==> config.mk <==
export PLATFORM = sky130hd
export DESIGN_NAME = serial_subtractor
export DESIGN_NICKNAME = d
export VERILOG_FILES = /design/src/rtl/serial_sub_pkg.sv /design/src/rtl/serial_subtractor_fs.sv /design/src/rtl/serial_subtractor.sv
export SDC_FILE = /design/constraint.sdc
export NUM_CORES = 1
export LEC_CHECK = 0
export ABC_AREA = 1
export ABC_CLOCK_PERIOD_IN_PS = 1200
export BUFFER_PORTS_ARGS = -buffer_cell sky130_fd_sc_hd__buf_4
export CORE_MARGIN = 5
export CORE_UTILIZATION = 48
export CTS_CLUSTER_DIAMETER = 50
export DETAILED_ROUTE_END_ITERATION = 12
export PLACE_DENSITY = 0.78
export SLEW_MARGIN = 20
export SYNTH_ARGS = -nofsm -noshare
export SYNTH_HDL_FRONTEND = slang
export SYNTH_SLANG_ARGS = --single-unit
==> constraint.sdc <==
create_clock -name clk -period 1.2 [get_ports clk]
set_input_delay 0.24 -clock clk [delete_from_list [all_inputs] [get_ports clk]]
set_output_delay 0.24 -clock clk [all_outputs]
set_load 0.05 [all_outputs]
==> src/rtl/serial_sub_pkg.sv <==
// Shared types and limits for the bit-serial subtractor.
// Imported by serial_subtractor and full_subtractor.
package serial_sub_pkg;

  localparam int SERIAL_SUB_MAX_WIDTH = 32;

  typedef enum logic [1:0] {
    IDLE = 2'd0,
    BUSY = 2'd1,
    DONE = 2'd2
  } state_e;

endpackage

==> src/rtl/serial_subtractor_fs.sv <==
// One-bit full subtractor cell: d = x - y - bin, bo = borrow out.
// Purely combinational, gate primitives only.
module full_subtractor
  import serial_sub_pkg::*;
(
  output logic d,
  output logic bo,
  input  logic x,
  input  logic y,
  input  logic bin
);

  logic t;
  logic x_n;
  logic t_n;
  logic p;
  logic q;

  xor g_t  (t, x, y);
  xor g_d  (d, t, bin);
  not g_xn (x_n, x);
  not g_tn (t_n, t);
  and g_p  (p, x_n, y);
  and g_q  (q, t_n, bin);
  or  g_bo (bo, p, q);

endmodule

==> src/rtl/serial_subtractor.sv <==
// Bit-serial LSB-first subtractor, diff = a - b over WIDTH cycles.
// Define SERIAL_SUB_OVF_EN to add the signed-overflow output ovf.
module serial_subtractor
#(
  parameter int WIDTH = 8
) (
  input  logic             clk,
  input  logic             rst_n,
  input  logic             in_valid,
  output logic             in_ready,
  input  logic [WIDTH-1:0] a,
  input  logic [WIDTH-1:0] b,
  output logic             out_valid,
  input  logic             out_ready,
  output logic [WIDTH-1:0] diff,
`ifdef SERIAL_SUB_OVF_EN
  output logic             ovf,
`endif
  output logic             borrow_out
);

  import serial_sub_pkg::*;

  localparam int CW = $clog2(WIDTH);
  localparam logic [CW-1:0] LAST = CW'(WIDTH - 1);

  if (WIDTH < 2 || WIDTH > SERIAL_SUB_MAX_WIDTH) begin : g_bad_width
    $error("serial_subtractor: WIDTH out of range");
  end

  state_e           state_q;
  state_e           state_d;
  logic [WIDTH-1:0] sa_q;
  logic [WIDTH-1:0] sa_d;
  logic [WIDTH-1:0] sb_q;
  logic [WIDTH-1:0] sb_d;
  logic [WIDTH-1:0] res_q;
  logic [WIDTH-1:0] res_d;
  logic [CW-1:0]    cnt_q;
  logic [CW-1:0]    cnt_d;
  logic             br_q;
  logic             br_d;
  logic             in_ready_q;
  logic             in_ready_d;
  logic             out_valid_q;
  logic             out_valid_d;
  logic             cell_d;
  logic             cell_bo;
`ifdef SERIAL_SUB_OVF_EN
  logic             ovf_q;
  logic             ovf_d;
`endif

  full_subtractor u_fs (
    .d   (cell_d),
    .bo  (cell_bo),
    .x   (sa_q[0]),
    .y   (sb_q[0]),
    .bin (br_q)
  );

  always_comb begin
    state_d = state_q;
    sa_d    = sa_q;
    sb_d    = sb_q;
    res_d   = res_q;
    cnt_d   = cnt_q;
    br_d    = br_q;
`ifdef SERIAL_SUB_OVF_EN
    ovf_d   = ovf_q;
`endif
    unique case (state_q)
      IDLE: begin
        if (in_valid) begin
          sa_d    = a;
          sb_d    = b;
          res_d   = '0;
          cnt_d   = '0;
          br_d    = 1'b0;
`ifdef SERIAL_SUB_OVF_EN
          ovf_d   = 1'b0;
`endif
          state_d = BUSY;
        end
      end
      BUSY: begin
        res_d = {cell_d, res_q[WIDTH-1:1]};
        sa_d  = sa_q >> 1;
        sb_d  = sb_q >> 1;
        br_d  = cell_bo;
        if (cnt_q == LAST) begin
          state_d = DONE;
          // sa/sb bit 0 now hold the operand MSBs
`ifdef SERIAL_SUB_OVF_EN
          ovf_d = (sa_q[0] ^ sb_q[0]) & (cell_d ^ sa_q[0]);
`endif
        end else begin
          cnt_d = cnt_q + CW'(1);
        end
      end
      DONE: begin
        if (out_ready) begin
          state_d = IDLE;
        end
      end
      default: state_d = IDLE;
    endcase
    in_ready_d  = (state_d == IDLE);
    out_valid_d = (state_d == DONE);
  end

  always_ff @(posedge clk) begin
    if (!rst_n) begin
      state_q     <= IDLE;
      sa_q        <= '0;
      sb_q        <= '0;
      res_q       <= '0;
      cnt_q       <= '0;
      br_q        <= 1'b0;
      in_ready_q  <= 1'b1;
      out_valid_q <= 1'b0;
`ifdef SERIAL_SUB_OVF_EN
      ovf_q       <= 1'b0;
`endif
    end else begin
      state_q     <= state_d;
      sa_q        <= sa_d;
      sb_q        <= sb_d;
      res_q       <= res_d;
      cnt_q       <= cnt_d;
      br_q        <= br_d;
      in_ready_q  <= in_ready_d;
      out_valid_q <= out_valid_d;
`ifdef SERIAL_SUB_OVF_EN
      ovf_q       <= ovf_d;
`endif
    end
  end

  assign in_ready   = in_ready_q;
  assign out_valid  = out_valid_q;
  assign diff       = res_q;
  assign borrow_out = br_q;
`ifdef SERIAL_SUB_OVF_EN
  assign ovf        = ovf_q;
`endif

endmodule

==> reports/metrics.cfg <==
[run_status]
status=finished with violations
violations=negative setup slack

[global_routing]
met3_usage_pct=4.506
grtUsageTotal_pct=16.55
grt_use_met1_pct=19.53
grt_pass1_wl_um=5375
grt_pass1_vias=1281
antenna_found_initial=0
grt_overflow=0
grt_max_degree=17
grt_busiest_layer=met2
grt_use_met2_pct=27.59

[worst_hold_path]
worstHoldStart=rst_n
whs_path_depth=2
min_path_type=input pin to flip-flop
hold_end=in_ready$_SDFF_PN1_

[logic_synthesis]
synth_commonest_cells=49 x nand2_1, 39 x nor2_1, 37 x nand3_1, 32 x dfxtp_1, 21 x inv_1
synthSimpleGateAreaFrac_pct=37.78
synthTopCellsByArea=dfxtp_1 44%, nand3_1 13%, nand2_1 13%
ys_types=17
synth_edf_count=0
synth-compound-area-share_pct=4.853
synth.most_common_cell=nand2_1
syn_area_um2=1444
synth.largest_area_cell=dfxtp_1
ys_ff_latch=32
synth_xor_area_share_pct=0
syn_area_per_cell_um2=6.811
synth-seq-area-share_pct=44.37
synthFlopType=dfxtp_1
yosys.area.top_type_share_pct=44.37
synthAdderAreaFrac_pct=3.120
netlist_instances=212
synth_top_family_by_area=simple AND/OR/NAND/NOR gates
async_flop_share_pct=0
synthMuxAreaShare_pct=0
synth_nets=235
ys_warn_count=0

[worst_setup_path]
crit_path_end_kind=flip-flop
cp_data_arrival_time_ns=1.47
crit_path_start_kind=flip-flop
rrSetupSlack_ns=-0.004
r2r_end=diff[7]$_SDFFE_PN0P_
worstReg2RegStart=sa_q[0]$_SDFFE_PN0P_
critPathKind=flip-flop to flip-flop
critPathRequiredTime_ns=1.47
crit_start=sa_q[0]$_SDFFE_PN0P_
rr_worst_depth=4
cp_max_fo=2

[place]
dp_hpwl_um=2234
io_buffer_count=30
dpl-instance-area_um2=1753
place.gp.congestion=0.7882
dp_cells=275

[power_and_ir_drop]
power.total_w=0.002130
peakVddDrop_uv=737.6
p_per_area_nw_per_um2=1137
p_leak_nw=0.8714

[sta]
finalCritPeriodShare_pct=100.4
fmax_mhz=830.3
grt_setup_unrepaired=yes
skew_ns=0.005683
worst_pin_slew_ns=0.1888
drv_slew=0
finalHoldViolCount=0
setup_slack_ns=-0.004407
finalSetupViolations=1
period_minus_slack_ns=1.204
relSlewSlack_pct=87.37

[final_layout]
stdcell_count=283
area_delta_synth_final_pct=29.72
nFillCells=285
antennaDiodeCount=0
stdcell_area_um2=1873
nNetsFinal=272
drive_gt1_share_pct=26.00

[routing]
detail_route.wl_per_cell_um=11.19
wirelength_um=3168
final_antenna_net_count=0
vias_per_cell=4.799
drc_errors=0
drt-initial-drc-count=96
dr.pass1.iters=4
via_count=1358

[floorplanning]
io_pins=31
dieWidth_um=64.85
start_util_pct=48.49
row_count=20
die_h_um=64.85
die_area_um2=4205
fp.coreArea_um2=2978

[clocking]
cts.sinks=32
h-tree-depth=2
clk_latency_ns=0.33
clkTransAtPathRegs_ns=0.09
cts_buffer_depth=2
root_buffer=clkbuf_4
cts_buffers=5
post_cts_buffers=0
cts_tree=built

[job]
max_cap_viol_count=0

[area by class of cell]
| class | count | area [um^2] | area share [%] |
|---|---|---|---|
| sequential | 32 | 649.4 | 34.67 |
| tap | 33 | 41.29 | 2.204 |
| multi-input combinational | 146 | 709.4 | 37.88 |
| inverter | 23 | 86.33 | 4.609 |
| clock buffer | 8 | 58.81 | 3.140 |
| timing repair buffer | 41 | 327.8 | 17.50 |
[sequential cells by signal, summed over array words and instances, names as in the netlist]
signal / count
diff: 8
sa_q: 8
sb_q: 8
cnt_q: 3
state_q: 2
borrow_out: 1
in_ready: 1
out_valid: 1
[per-layer routing]
metal	up-vias	wire, um	share of wire (%)
met4	0	60	1.9
met2	23	1525	48
met5	-	0	0
met1	591	1452	46
li1	737	-	-
met3	7	130	4.1
[per-stage QoR]
| stage | utilization (%) | setup slack, ns | TNS [ns] | hold WS (ns) |
|---|---|---|---|---|
| after detailed placement | 58.87 | -0.1312 | -0.4419 | 0.4721 |
| after global placement | 58.87 | -0.05110 | -0.1805 | 0.4727 |
| after floorplan | - | -0.01733 | -0.01733 | 0.3829 |
| after CTS | 61.51 | -0.01117 | -0.01117 | 0.1425 |
| after global routing | 62.90 | -0.09725 | -0.6154 | 0.1592 |
| final | 62.90 | -0.004407 | -0.004407 | 0.1613 |
[report_power, final]
group          internal [W]  leakage [nW]  total, W  switching [W]
combinational      0.000153         0.575  0.000346       0.000193
sequential          0.00111         0.264   0.00114      0.0000313
clock              0.000289        0.0326  0.000644       0.000355
[how the worst max path moves through the flow]
stage	to	slack, ns	depth (start not counted)
final	diff[7]$_SDFFE_PN0P_	-0.004	4
after global routing	diff[7]$_SDFFE_PN0P_	-0.1	4
after CTS	diff[7]$_SDFFE_PN0P_	-0.01	4
after detailed placement	cnt_q[1]$_SDFFE_PN0P_	-0.13	6
after global placement	cnt_q[2]$_SDFFE_PN0P_	-0.05	6
after floorplan	diff[7]$_SDFFE_PN0P_	-0.02	3
[critical path, cell delays in order (launching register included)]
cell     delay [ns]
dfxtp_2        0.34
inv_2          0.04
fa_1           0.44
or2_1          0.22
a21oi_2        0.11
[what timing repair did]
item | 4_1_cts | 5_1_grt
endpoints found under the setup margin | 7 | 24
hold buffers | 0 | 0
pin swaps | 0 | 2
gates resized for setup | 7 | 10
[cell families (layout without fill, tap and decap cells)]
logic type,Yosys count,count (layout)
AND/OR/NAND/NOR,129,129
buffers and inverters,34,72
flip-flops,32,32
AO/OA/AOI/OAI,14,14
adder cells (fa/ha/maj),3,3
[cell usage in the layout, fill, tap and decap left out, types with 2 or more instances in the layout]
master	n
nand2_1	47
inv_2	3
a21oi_1	12
ha_4	2
buf_6	2
dfxtp_2	4
dfxtp_1	27
clkbuf_4	5
nand3_1	36
nor2_1	38
buf_4	38
nand2_2	4
clkbuf_1	2
inv_1	20
Power figures use the tool's default switching activity.
